File: src/rtl/fwd_hazard_ctrl_pkg.sv
// fwd_hazard_ctrl_pkg: forwarding select encoding and default widths
package fwd_hazard_ctrl_pkg;
  localparam int REG_AW_DEF = 5;
  localparam int CNT_W_DEF = 16;
  localparam logic [1:0] SEL_REG = 2'd0;
  localparam logic [1:0] SEL_MEM = 2'd1;
  localparam logic [1:0] SEL_WB = 2'd2;
endpackage

File: src/rtl/fwd_hazard_ctrl_if.sv
// fwd_hazard_ctrl_if: ID-stage operands/controls in (master drives), forwarding selects, stall and stall count out (slave drives)
interface fwd_hazard_ctrl_if #(parameter int REG_AW = 5, parameter int CNT_W = 16);
  logic fwd_en, freeze, flush;
  logic id_valid, id_two_src, id_is_store, id_wb_en, id_mem_r;
  logic [REG_AW-1:0] id_src1, id_src2, id_st_src, id_dest;
  logic [1:0] val1_sel, val2_sel, ST_val_sel;
  logic hazard_stall;
  logic [CNT_W-1:0] stall_cnt;
  modport master (
    output fwd_en, freeze, flush, id_valid, id_two_src, id_is_store, id_wb_en, id_mem_r,
    output id_src1, id_src2, id_st_src, id_dest,
    input val1_sel, val2_sel, ST_val_sel, hazard_stall, stall_cnt
  );
  modport slave (
    input fwd_en, freeze, flush, id_valid, id_two_src, id_is_store, id_wb_en, id_mem_r,
    input id_src1, id_src2, id_st_src, id_dest,
    output val1_sel, val2_sel, ST_val_sel, hazard_stall, stall_cnt
  );
endinterface

File: src/rtl/fwd_hazard_ctrl_match.sv
// fwd_match: one operand against EXE/MEM shadow slots -> select, load-use flag, any-hit flag
module fwd_match
  import fwd_hazard_ctrl_pkg::*;
#(
  parameter int REG_AW = REG_AW_DEF
) (
  input  logic [REG_AW-1:0] src,
  input  logic              used,
  input  logic              e_valid,
  input  logic [REG_AW-1:0] e_dest,
  input  logic              e_wb_en,
  input  logic              e_mem_r,
  input  logic              m_valid,
  input  logic [REG_AW-1:0] m_dest,
  input  logic              m_wb_en,
  output logic [1:0]        sel,
  output logic              load_use,
  output logic              hit
);
  logic match_e, match_m;
  always_comb begin
    match_e = used && src != '0 && e_valid && e_wb_en && src == e_dest;
    match_m = used && src != '0 && m_valid && m_wb_en && src == m_dest;
    sel = (match_e && !e_mem_r) ? SEL_MEM : match_m ? SEL_WB : SEL_REG;
    load_use = match_e && e_mem_r;
    hit = match_e || match_m;
  end
endmodule

File: src/rtl/fwd_hazard_ctrl.sv
// fwd_hazard_ctrl: forwarding select generation and hazard stall control for the execute stage
// ports: clock, rst_n (async active-low), bus (slave: ID operands/controls in, selects/stall/stall_cnt out)
module fwd_hazard_ctrl
  import fwd_hazard_ctrl_pkg::*;
#(
  parameter int REG_AW = REG_AW_DEF,
  parameter int CNT_W = CNT_W_DEF
) (
  input logic clock,
  input logic rst_n,
  fwd_hazard_ctrl_if.slave bus
);
  logic e_valid_q, e_valid_d, e_wb_en_q, e_wb_en_d, e_mem_r_q, e_mem_r_d;
  logic [REG_AW-1:0] e_dest_q, e_dest_d, m_dest_q, m_dest_d;
  logic m_valid_q, m_valid_d, m_wb_en_q, m_wb_en_d;
  logic [1:0] sel_q [3];
  logic [1:0] sel_d [3];
  logic [1:0] sel [3];
  logic [CNT_W-1:0] stall_cnt_q, stall_cnt_d;
  logic [REG_AW-1:0] src [3];
  logic [2:0] used, lu, hit;
  logic hazard_stall, bubble;
  assign src = '{bus.id_src1, bus.id_src2, bus.id_st_src};
  assign used = {bus.id_valid && bus.id_is_store, bus.id_valid && bus.id_two_src, bus.id_valid};
  for (genvar i = 0; i < 3; i++) begin : g_m
    fwd_match #(.REG_AW(REG_AW)) u_match (
      .src(src[i]), .used(used[i]),
      .e_valid(e_valid_q), .e_dest(e_dest_q), .e_wb_en(e_wb_en_q), .e_mem_r(e_mem_r_q),
      .m_valid(m_valid_q), .m_dest(m_dest_q), .m_wb_en(m_wb_en_q),
      .sel(sel[i]), .load_use(lu[i]), .hit(hit[i])
    );
  end
  always_comb begin
    // without forwarding any in-flight producer blocks; WB is covered by write-before-read
    hazard_stall = !bus.flush && (bus.fwd_en ? |lu : |hit);
    bubble = hazard_stall || bus.flush || !bus.id_valid;
    m_valid_d = bus.freeze ? m_valid_q : e_valid_q;
    m_dest_d = bus.freeze ? m_dest_q : e_dest_q;
    m_wb_en_d = bus.freeze ? m_wb_en_q : e_wb_en_q;
    e_valid_d = bus.freeze ? e_valid_q : !bubble;
    e_dest_d = bus.freeze ? e_dest_q : bus.id_dest;
    e_wb_en_d = bus.freeze ? e_wb_en_q : bus.id_wb_en;
    e_mem_r_d = bus.freeze ? e_mem_r_q : bus.id_mem_r;
    for (int k = 0; k < 3; k++)
      sel_d[k] = bus.freeze ? sel_q[k] : (bubble || !bus.fwd_en) ? SEL_REG : sel[k];
    stall_cnt_d = (bus.freeze || !hazard_stall || &stall_cnt_q) ? stall_cnt_q : stall_cnt_q + CNT_W'(1);
  end
  always_ff @(posedge clock or negedge rst_n) begin
    if (!rst_n) begin
      e_valid_q <= 1'b0;
      e_dest_q <= '0;
      e_wb_en_q <= 1'b0;
      e_mem_r_q <= 1'b0;
      m_valid_q <= 1'b0;
      m_dest_q <= '0;
      m_wb_en_q <= 1'b0;
      sel_q <= '{default: SEL_REG};
      stall_cnt_q <= '0;
    end else begin
      e_valid_q <= e_valid_d;
      e_dest_q <= e_dest_d;
      e_wb_en_q <= e_wb_en_d;
      e_mem_r_q <= e_mem_r_d;
      m_valid_q <= m_valid_d;
      m_dest_q <= m_dest_d;
      m_wb_en_q <= m_wb_en_d;
      sel_q <= sel_d;
      stall_cnt_q <= stall_cnt_d;
    end
  end
  assign bus.val1_sel = sel_q[0];
  assign bus.val2_sel = sel_q[1];
  assign bus.ST_val_sel = sel_q[2];
  assign bus.hazard_stall = hazard_stall;
  assign bus.stall_cnt = stall_cnt_q;
endmodule

File: src/flat_wrapper.sv
// flat-port wrapper written by rule: the top's interface ports become plain ports
module fwd_hazard_ctrl_flat import fwd_hazard_ctrl_pkg::*;
#(
  parameter int REG_AW = REG_AW_DEF,
  parameter int CNT_W = CNT_W_DEF
)
  (clock, rst_n, bus_fwd_en, bus_freeze, bus_flush, bus_id_valid, bus_id_two_src, bus_id_is_store, bus_id_wb_en, bus_id_mem_r, bus_id_src1, bus_id_src2, bus_id_st_src, bus_id_dest, bus_val1_sel, bus_val2_sel, bus_ST_val_sel, bus_hazard_stall, bus_stall_cnt);
  fwd_hazard_ctrl_if #(.REG_AW(REG_AW), .CNT_W(CNT_W)) bus_i ();
  input logic clock;
  input logic rst_n;
  input wire logic [$bits(bus_i.fwd_en)-1:0] bus_fwd_en;
  input wire logic [$bits(bus_i.freeze)-1:0] bus_freeze;
  input wire logic [$bits(bus_i.flush)-1:0] bus_flush;
  input wire logic [$bits(bus_i.id_valid)-1:0] bus_id_valid;
  input wire logic [$bits(bus_i.id_two_src)-1:0] bus_id_two_src;
  input wire logic [$bits(bus_i.id_is_store)-1:0] bus_id_is_store;
  input wire logic [$bits(bus_i.id_wb_en)-1:0] bus_id_wb_en;
  input wire logic [$bits(bus_i.id_mem_r)-1:0] bus_id_mem_r;
  input wire logic [$bits(bus_i.id_src1)-1:0] bus_id_src1;
  input wire logic [$bits(bus_i.id_src2)-1:0] bus_id_src2;
  input wire logic [$bits(bus_i.id_st_src)-1:0] bus_id_st_src;
  input wire logic [$bits(bus_i.id_dest)-1:0] bus_id_dest;
  output wire logic [$bits(bus_i.val1_sel)-1:0] bus_val1_sel;
  output wire logic [$bits(bus_i.val2_sel)-1:0] bus_val2_sel;
  output wire logic [$bits(bus_i.ST_val_sel)-1:0] bus_ST_val_sel;
  output wire logic [$bits(bus_i.hazard_stall)-1:0] bus_hazard_stall;
  output wire logic [$bits(bus_i.stall_cnt)-1:0] bus_stall_cnt;
  assign bus_i.fwd_en = bus_fwd_en;
  assign bus_i.freeze = bus_freeze;
  assign bus_i.flush = bus_flush;
  assign bus_i.id_valid = bus_id_valid;
  assign bus_i.id_two_src = bus_id_two_src;
  assign bus_i.id_is_store = bus_id_is_store;
  assign bus_i.id_wb_en = bus_id_wb_en;
  assign bus_i.id_mem_r = bus_id_mem_r;
  assign bus_i.id_src1 = bus_id_src1;
  assign bus_i.id_src2 = bus_id_src2;
  assign bus_i.id_st_src = bus_id_st_src;
  assign bus_i.id_dest = bus_id_dest;
  assign bus_val1_sel = bus_i.val1_sel;
  assign bus_val2_sel = bus_i.val2_sel;
  assign bus_ST_val_sel = bus_i.ST_val_sel;
  assign bus_hazard_stall = bus_i.hazard_stall;
  assign bus_stall_cnt = bus_i.stall_cnt;
  fwd_hazard_ctrl #(.REG_AW(REG_AW), .CNT_W(CNT_W)) u_core (.clock(clock), .rst_n(rst_n), .bus(bus_i));
endmodule
File: config.mk
export PLATFORM = sky130hd
export DESIGN_NAME = fwd_hazard_ctrl_flat
export DESIGN_NICKNAME = d
export VERILOG_FILES = /design/src/rtl/fwd_hazard_ctrl_pkg.sv /design/src/rtl/fwd_hazard_ctrl_if.sv /design/src/rtl/fwd_hazard_ctrl_match.sv /design/src/rtl/fwd_hazard_ctrl.sv /design/src/flat_wrapper.sv
export SDC_FILE = /design/constraint.sdc
export NUM_CORES = 1
export LEC_CHECK = 0
export ABC_AREA = 0
export BUFFER_PORTS_ARGS = -buffer_cell sky130_fd_sc_hd__buf_4
export CAP_MARGIN = 25
export CORE_ASPECT_RATIO = 0.75
export CORE_MARGIN = 8
export CORE_UTILIZATION = 55
export DETAILED_ROUTE_END_ITERATION = 6
export PLACE_DENSITY = 0.81
export SLEW_MARGIN = 20
export SYNTH_ARGS = -nofsm -noshare
export SYNTH_HDL_FRONTEND = slang
export SYNTH_HIERARCHICAL = 1
export SYNTH_SLANG_ARGS = --single-unit
File: constraint.sdc
create_clock -name clock -period 7 [get_ports clock]
set_clock_uncertainty 0.05 [all_clocks]
set_input_delay 0.35 -clock clock [delete_from_list [all_inputs] [get_ports clock]]
set_output_delay 0.35 -clock clock [all_outputs]
set_load 0.02 [all_outputs]
# == Yosys cells after proc, flatten, opt, wreduce, memory -nomap -nowiden ==
# Index checks and enable logic that the tools add are counted.
# classes
shift,0
mux,10
reduce_logical,50
n_mul,0
bitwise,0
order_cmp,0
n_addsub,1
div,0
eq_ne,6
# op_table
operator,count
$eq A5 B5 Y1,6
$logic_and A1 B1 Y1,30
$mux W2,9
$add A16 B1 Y16 const B,1
$reduce_and A16 Y1,1
$reduce_bool A5 Y1,3
$logic_or A1 B1 Y1,8
$logic_not A1 Y1,6
$reduce_or A3 Y1,2
$mux W1,1
# word_totals
inputBits,30
mem_bits_rw,0
n_memories,0
output_inout_bits,23
ff_bits,37
elab_cells,78
latchBits,0
rom_bits,0

# == Logic depth before layout (Yosys ltp) ==
# depth
depth_word,13
depth_mapped,9

# == Modules after synthesis ==
# Netlist, hierarchy kept.
# modules_own_cells
mod,seq_area_each_um2,n_inst,cells_per_inst,area_each_um2
fwd_hazard_ctrl,925.9,1,126,1659.1
fwd_match,0.0,3,30,205.2

# == Worst setup path after synthesis ==
# OpenSTA, ideal clock, no wires.
# synth_timing
path_type,register -> register
startpoint,register u_core.e_dest_q[4]
endpoint,register u_core.stall_cnt_q[13] (netlist: u_core/bus.stall_cnt[13])
arrival_time_ps,2826
synth_period_minus_slack_ps,2956
setup_time_ps,80
required_time_ps,6870
slack_ps,4044
stages_incl_launch_ff,10
n_path_buf,1
cell_sequence,dfrtp_1 -> nor2b_1 -> or4_4 -> or4_4 -> nand2b_1 -> nor4_2 -> or4_4 -> buf_6 -> nor4_2 -> xor2_1
# synth_via
elab_chain_cells,9
# synth_lines
element,line_no,source
"start, declared",fwd_hazard_ctrl.sv:14,"logic [REG_AW-1:0] e_dest_q, e_dest_d, m_dest_q, m_dest_d;"
"start signal, assigned",fwd_hazard_ctrl.sv:61,e_dest_q <= e_dest_d;
$eq A5 B5 Y1,fwd_hazard_ctrl_match.sv:22,match_e = used && src != '0 && e_valid && e_wb_en && src == e_dest;
$logic_and A1 B1 Y1,fwd_hazard_ctrl_match.sv:22,
$logic_or A1 B1 Y1,fwd_hazard_ctrl_match.sv:26,hit = match_e || match_m;
net u_core.hit[0],fwd_hazard_ctrl.sv:21,"logic [2:0] used, lu, hit;"
$reduce_or A3 Y1,fwd_hazard_ctrl.sv:35,hazard_stall = !bus.flush && (bus.fwd_en ? |lu : |hit);
$mux W1,fwd_hazard_ctrl.sv:35,
$logic_and A1 B1 Y1,fwd_hazard_ctrl.sv:35,
$logic_not A1 Y1,fwd_hazard_ctrl.sv:46,stall_cnt_d = (bus.freeze || !hazard_stall || &stall_cnt_q) ? stall_cnt_q : stall_cnt_q + CNT_W'(1);
$logic_or A1 B1 Y1 (2 in a row),fwd_hazard_ctrl.sv:46,
"end signal, assigned",fwd_hazard_ctrl.sv:68,stall_cnt_q <= stall_cnt_d;
"end, declared",fwd_hazard_ctrl.sv:19,"logic [CNT_W-1:0] stall_cnt_q, stall_cnt_d;"
# The timed path passes the listed nets, and every way through them passes these cells.
# A chain may end at the register's enable or synchronous reset.

# == Worst setup path in the final report ==
# layout_timing
startpoint,register u_core.e_dest_q[4]
endpoint,register u_core.stall_cnt_q[1] (netlist: u_core/bus.stall_cnt[1])
# layout_via
elab_chain_cells,9
# layout_lines
element,line_no,source
$eq A5 B5 Y1,fwd_hazard_ctrl_match.sv:22,
$logic_and A1 B1 Y1,fwd_hazard_ctrl_match.sv:22,
$logic_and A1 B1 Y1,fwd_hazard_ctrl_match.sv:25,load_use = match_e && e_mem_r;
net u_core.lu[0],fwd_hazard_ctrl.sv:21,
$reduce_or A3 Y1,fwd_hazard_ctrl.sv:35,
$mux W1,fwd_hazard_ctrl.sv:35,
$logic_and A1 B1 Y1,fwd_hazard_ctrl.sv:35,
$logic_not A1 Y1,fwd_hazard_ctrl.sv:46,
$logic_or A1 B1 Y1 (2 in a row),fwd_hazard_ctrl.sv:46,
# The timed path passes the listed nets, and every way through them passes these cells.

==> impl_metrics.tcl <==
set metrics [dict create \
    routed_wl_um 5217 \
    gp_congestion 0.8569 \
    fp.dieArea_mm2 0.006471 \
    synth_edf_count 0 \
    synth_ff_type "dfrtp_1" \
    r2r_slack_ns 3.78 \
    cts_buffer_depth 2 \
    numClockSinks 37 \
    r2r_start "u_core/e_dest_q[4]$_DFFE_PN0N_" \
    max_clock_freq_mhz 310.6 \
    status "complete, no violations" \
    slowest_delay_ns 0.56 \
    crit_arrival_ns 3.34 \
    hp-start "bus_id_wb_en" \
    grt_max_degree 38 \
    antenna_left 0 \
    whs_path_depth 2 \
    slew_headroom_pct 62.47 \
    maxCapViolCount 0 \
    yosys_warnings 6 \
    die_w_um 90.26 \
    grt_pass1_wl_um 8914 \
    overflow 0 \
    syn_nets 247 \
    io_buffer_count 52 \
    drt_iter0_markers 106 \
    worstRegToRegCells 8 \
    ctsResizeCount 0 \
    syn_area_per_cell_um2 10.53 \
    via_count 1798 \
    worstPathCellList "nor2b_1, or4_4, or4_4, nor2_1, nor4b_2, or4_4, nor2_1, mux2_2" \
    drtPass1Iterations 4 \
    pin_count 53 \
    clock-root-buffer "clkbuf_8" \
    detail_route.vias_per_cell 5.498 \
    grt_pass1_vias 1851 \
    drive_gt1_share_pct 36.76 \
    utilization_pct 70.66 \
    max_slew.worst_pin.slew_ns 0.5578 \
    cts_tree "built" \
    crit_top_cell "or4_4" \
    nets 302 \
    syn_inst 216 \
    post_drt_wl_per_cell_um 15.95 \
    antenna_found_initial 0 \
    powerDensity_mw_per_mm2 207.1 \
    crit_slowest_cell "or4_4" \
    ir_drop_v 0.0001700 \
    syn_area_mm2 0.002275 \
    p_total_mw 0.5859 \
    area_growth_pct 24.37 \
    synthArstFlopShare_pct 100.0 \
    rows 20 \
    power_leakage_nw 1.266 \
    rsz0062_at_grt "no" \
    criticalPathCategory "reg -> reg" \
    htreeDepth 2 \
    layout_commonest_cell "buf_4" \
    rr_endpoint "u_core/bus.stall_cnt[1]$_DFFE_PN0N_" \
    crit_fanout 11 \
    final_cell_mix "52 x buf_4, 37 x dfrtp_1, 22 x xnor2_1, 15 x mux2_2" \
    start_util_pct 56.81 \
    finalHoldViolCount 0 \
    clock_latency_ns 0.29 \
    drc 0 \
    cp.required_ns 7.12 \
    clkTransAtPathRegs_ns 0.07 \
    synth_cell_types 33 \
    coreArea_mm2 0.004004 \
    holdPathEnd "u_core/e_wb_en_q$_DFFE_PN0N_" \
    numCtsBuffers 5 \
    num_antenna_cells 0 \
    crit_path_start_kind "register" \
    timing.final.crit_share_pct 46.00 \
    yosysSeqAreaShare_pct 40.70 \
    die_y_um 71.70 \
    final.min_clock_period_ns 3.220 \
    finalSetupViolCount 0 \
    hpwl_um 4045 \
    drv_slew 0 \
    timing.hold.ws_ns 0.2447 \
    endpoint_kind "register" \
    tns_ns 0 \
    gr-usage-all-layers_pct 16.70 \
    hold_class "in -> reg" \
    ys_ff_latch 37 \
]
[layer usage]
layer / wire, µm / GRT usage (%) / vias to the layer above / part of all wire [%]
met5: 0 / 0 / - / 0
met4: 51 / 5.147 / 0 / 0.98
met3: 317 / 5.115 / 7 / 6.1
met2: 2369 / 25.00 / 47 / 45
met1: 2479 / 22.52 / 860 / 48
li1: - / - / 884 / -
[metrics by stage]
step | setup slack [ns] | instance area [µm²] | std cells
2_1_floorplan | 4.044 | 2275 | 216
3_3_place_gp | 3.834 | 2699 | 318
3_5_place_dp | 3.809 | 2699 | 318
4_1_cts | 3.797 | 2829 | 327
5_1_grt | 3.669 | 2829 | 327
6_report | 3.780 | 2829 | 327
[cells in the mapped netlist, drive strengths merged, types with 4 or more instances]
| master | number | area [µm²] |
|---|---|---|
| xor2 | 14 | 122.6 |
| nand2b | 7 | 43.79 |
| o21ai | 5 | 25.02 |
| inv | 10 | 37.54 |
| dfrtp | 37 | 925.9 |
| a22o | 6 | 52.55 |
| nor2 | 8 | 30.03 |
| nor2b | 10 | 70.07 |
| nand3 | 4 | 20.02 |
| or4 | 10 | 105.1 |
| nor4 | 10 | 100.1 |
| nor3 | 8 | 40.04 |
| mux2 | 15 | 168.9 |
| xnor2 | 22 | 192.7 |
| nand2 | 14 | 52.55 |
| nand4 | 9 | 56.30 |
[flip-flops by register name, summed over array words and instances, names as in the netlist]
| register | cells |
|---|---|
| u_core/bus.ST_val_sel | 2 |
| u_core/bus.stall_cnt | 16 |
| u_core/bus.val1_sel | 2 |
| u_core/bus.val2_sel | 2 |
| u_core/e_dest_q | 5 |
| u_core/e_mem_r_q | 1 |
| u_core/e_valid_q | 1 |
| u_core/e_wb_en_q | 1 |
| u_core/m_dest_q | 5 |
| u_core/m_valid_q | 1 |
| u_core/m_wb_en_q | 1 |
[area by class of cell]
class	count	area [µm²]
Inverter	10	37.54
Fill cell	305	1175
Timing Repair Buffer	53	400.4
Clock inverter	2	37.54
Sequential cell	37	925.9
Multi-Input combinational cell	164	1276
Tap cell	55	68.82
Clock buffer	6	82.58
[what timing repair did]
item,4_1_cts,5_1_grt
setup buffers,0,0
endpoints found under the hold margin,37,0
hold buffers,1,0
[power breakdown]
group	internal, mW	switching [mW]	total (mW)
sequential	0.235	0.0334	0.269
clock	0.116	0.0764	0.192
combinational	0.0658	0.0590	0.125
[critical path, delay by kind of cell, from the launching register on]
family / cells / cell delay, ns
simple gates: 7 / 2.25
flops: 1 / 0.46
mux: 1 / 0.35
[cells by family (layout without fill, tap and decap cells)]
| kind of cell | Yosys count | in the layout | share of synthesized area [%] |
|---|---|---|---|
| AO/OA/AOI/OAI | 17 | 17 | 5.556 |
| XOR/XNOR | 36 | 36 | 13.86 |
| adder cells (fa/ha/maj) | 1 | 1 | 0.5500 |
| buffers and inverters | 15 | 71 | 3.190 |
| flip-flops | 37 | 37 | 40.70 |
| multiplexers | 15 | 15 | 7.426 |
| AND/OR/NAND/NOR | 95 | 95 | 28.71 |
[worst max path at each step]
stage,endpoint,cells past startpoint,slack [ns],start
2_1_floorplan,u_core/bus.stall_cnt[13]$_DFFE_PN0N_,9,4.04,u_core/e_dest_q[4]$_DFFE_PN0N_
3_3_place_gp,u_core/bus.stall_cnt[1]$_DFFE_PN0N_,8,3.83,u_core/e_dest_q[1]$_DFFE_PN0N_
3_5_place_dp,u_core/bus.stall_cnt[1]$_DFFE_PN0N_,8,3.81,u_core/e_dest_q[4]$_DFFE_PN0N_
4_1_cts,u_core/bus.stall_cnt[1]$_DFFE_PN0N_,8,3.80,u_core/e_dest_q[4]$_DFFE_PN0N_
5_1_grt,u_core/bus.stall_cnt[1]$_DFFE_PN0N_,8,3.67,u_core/e_dest_q[1]$_DFFE_PN0N_
6_report,u_core/bus.stall_cnt[1]$_DFFE_PN0N_,8,3.78,u_core/e_dest_q[4]$_DFFE_PN0N_
Power figures use the tool's default switching activity.
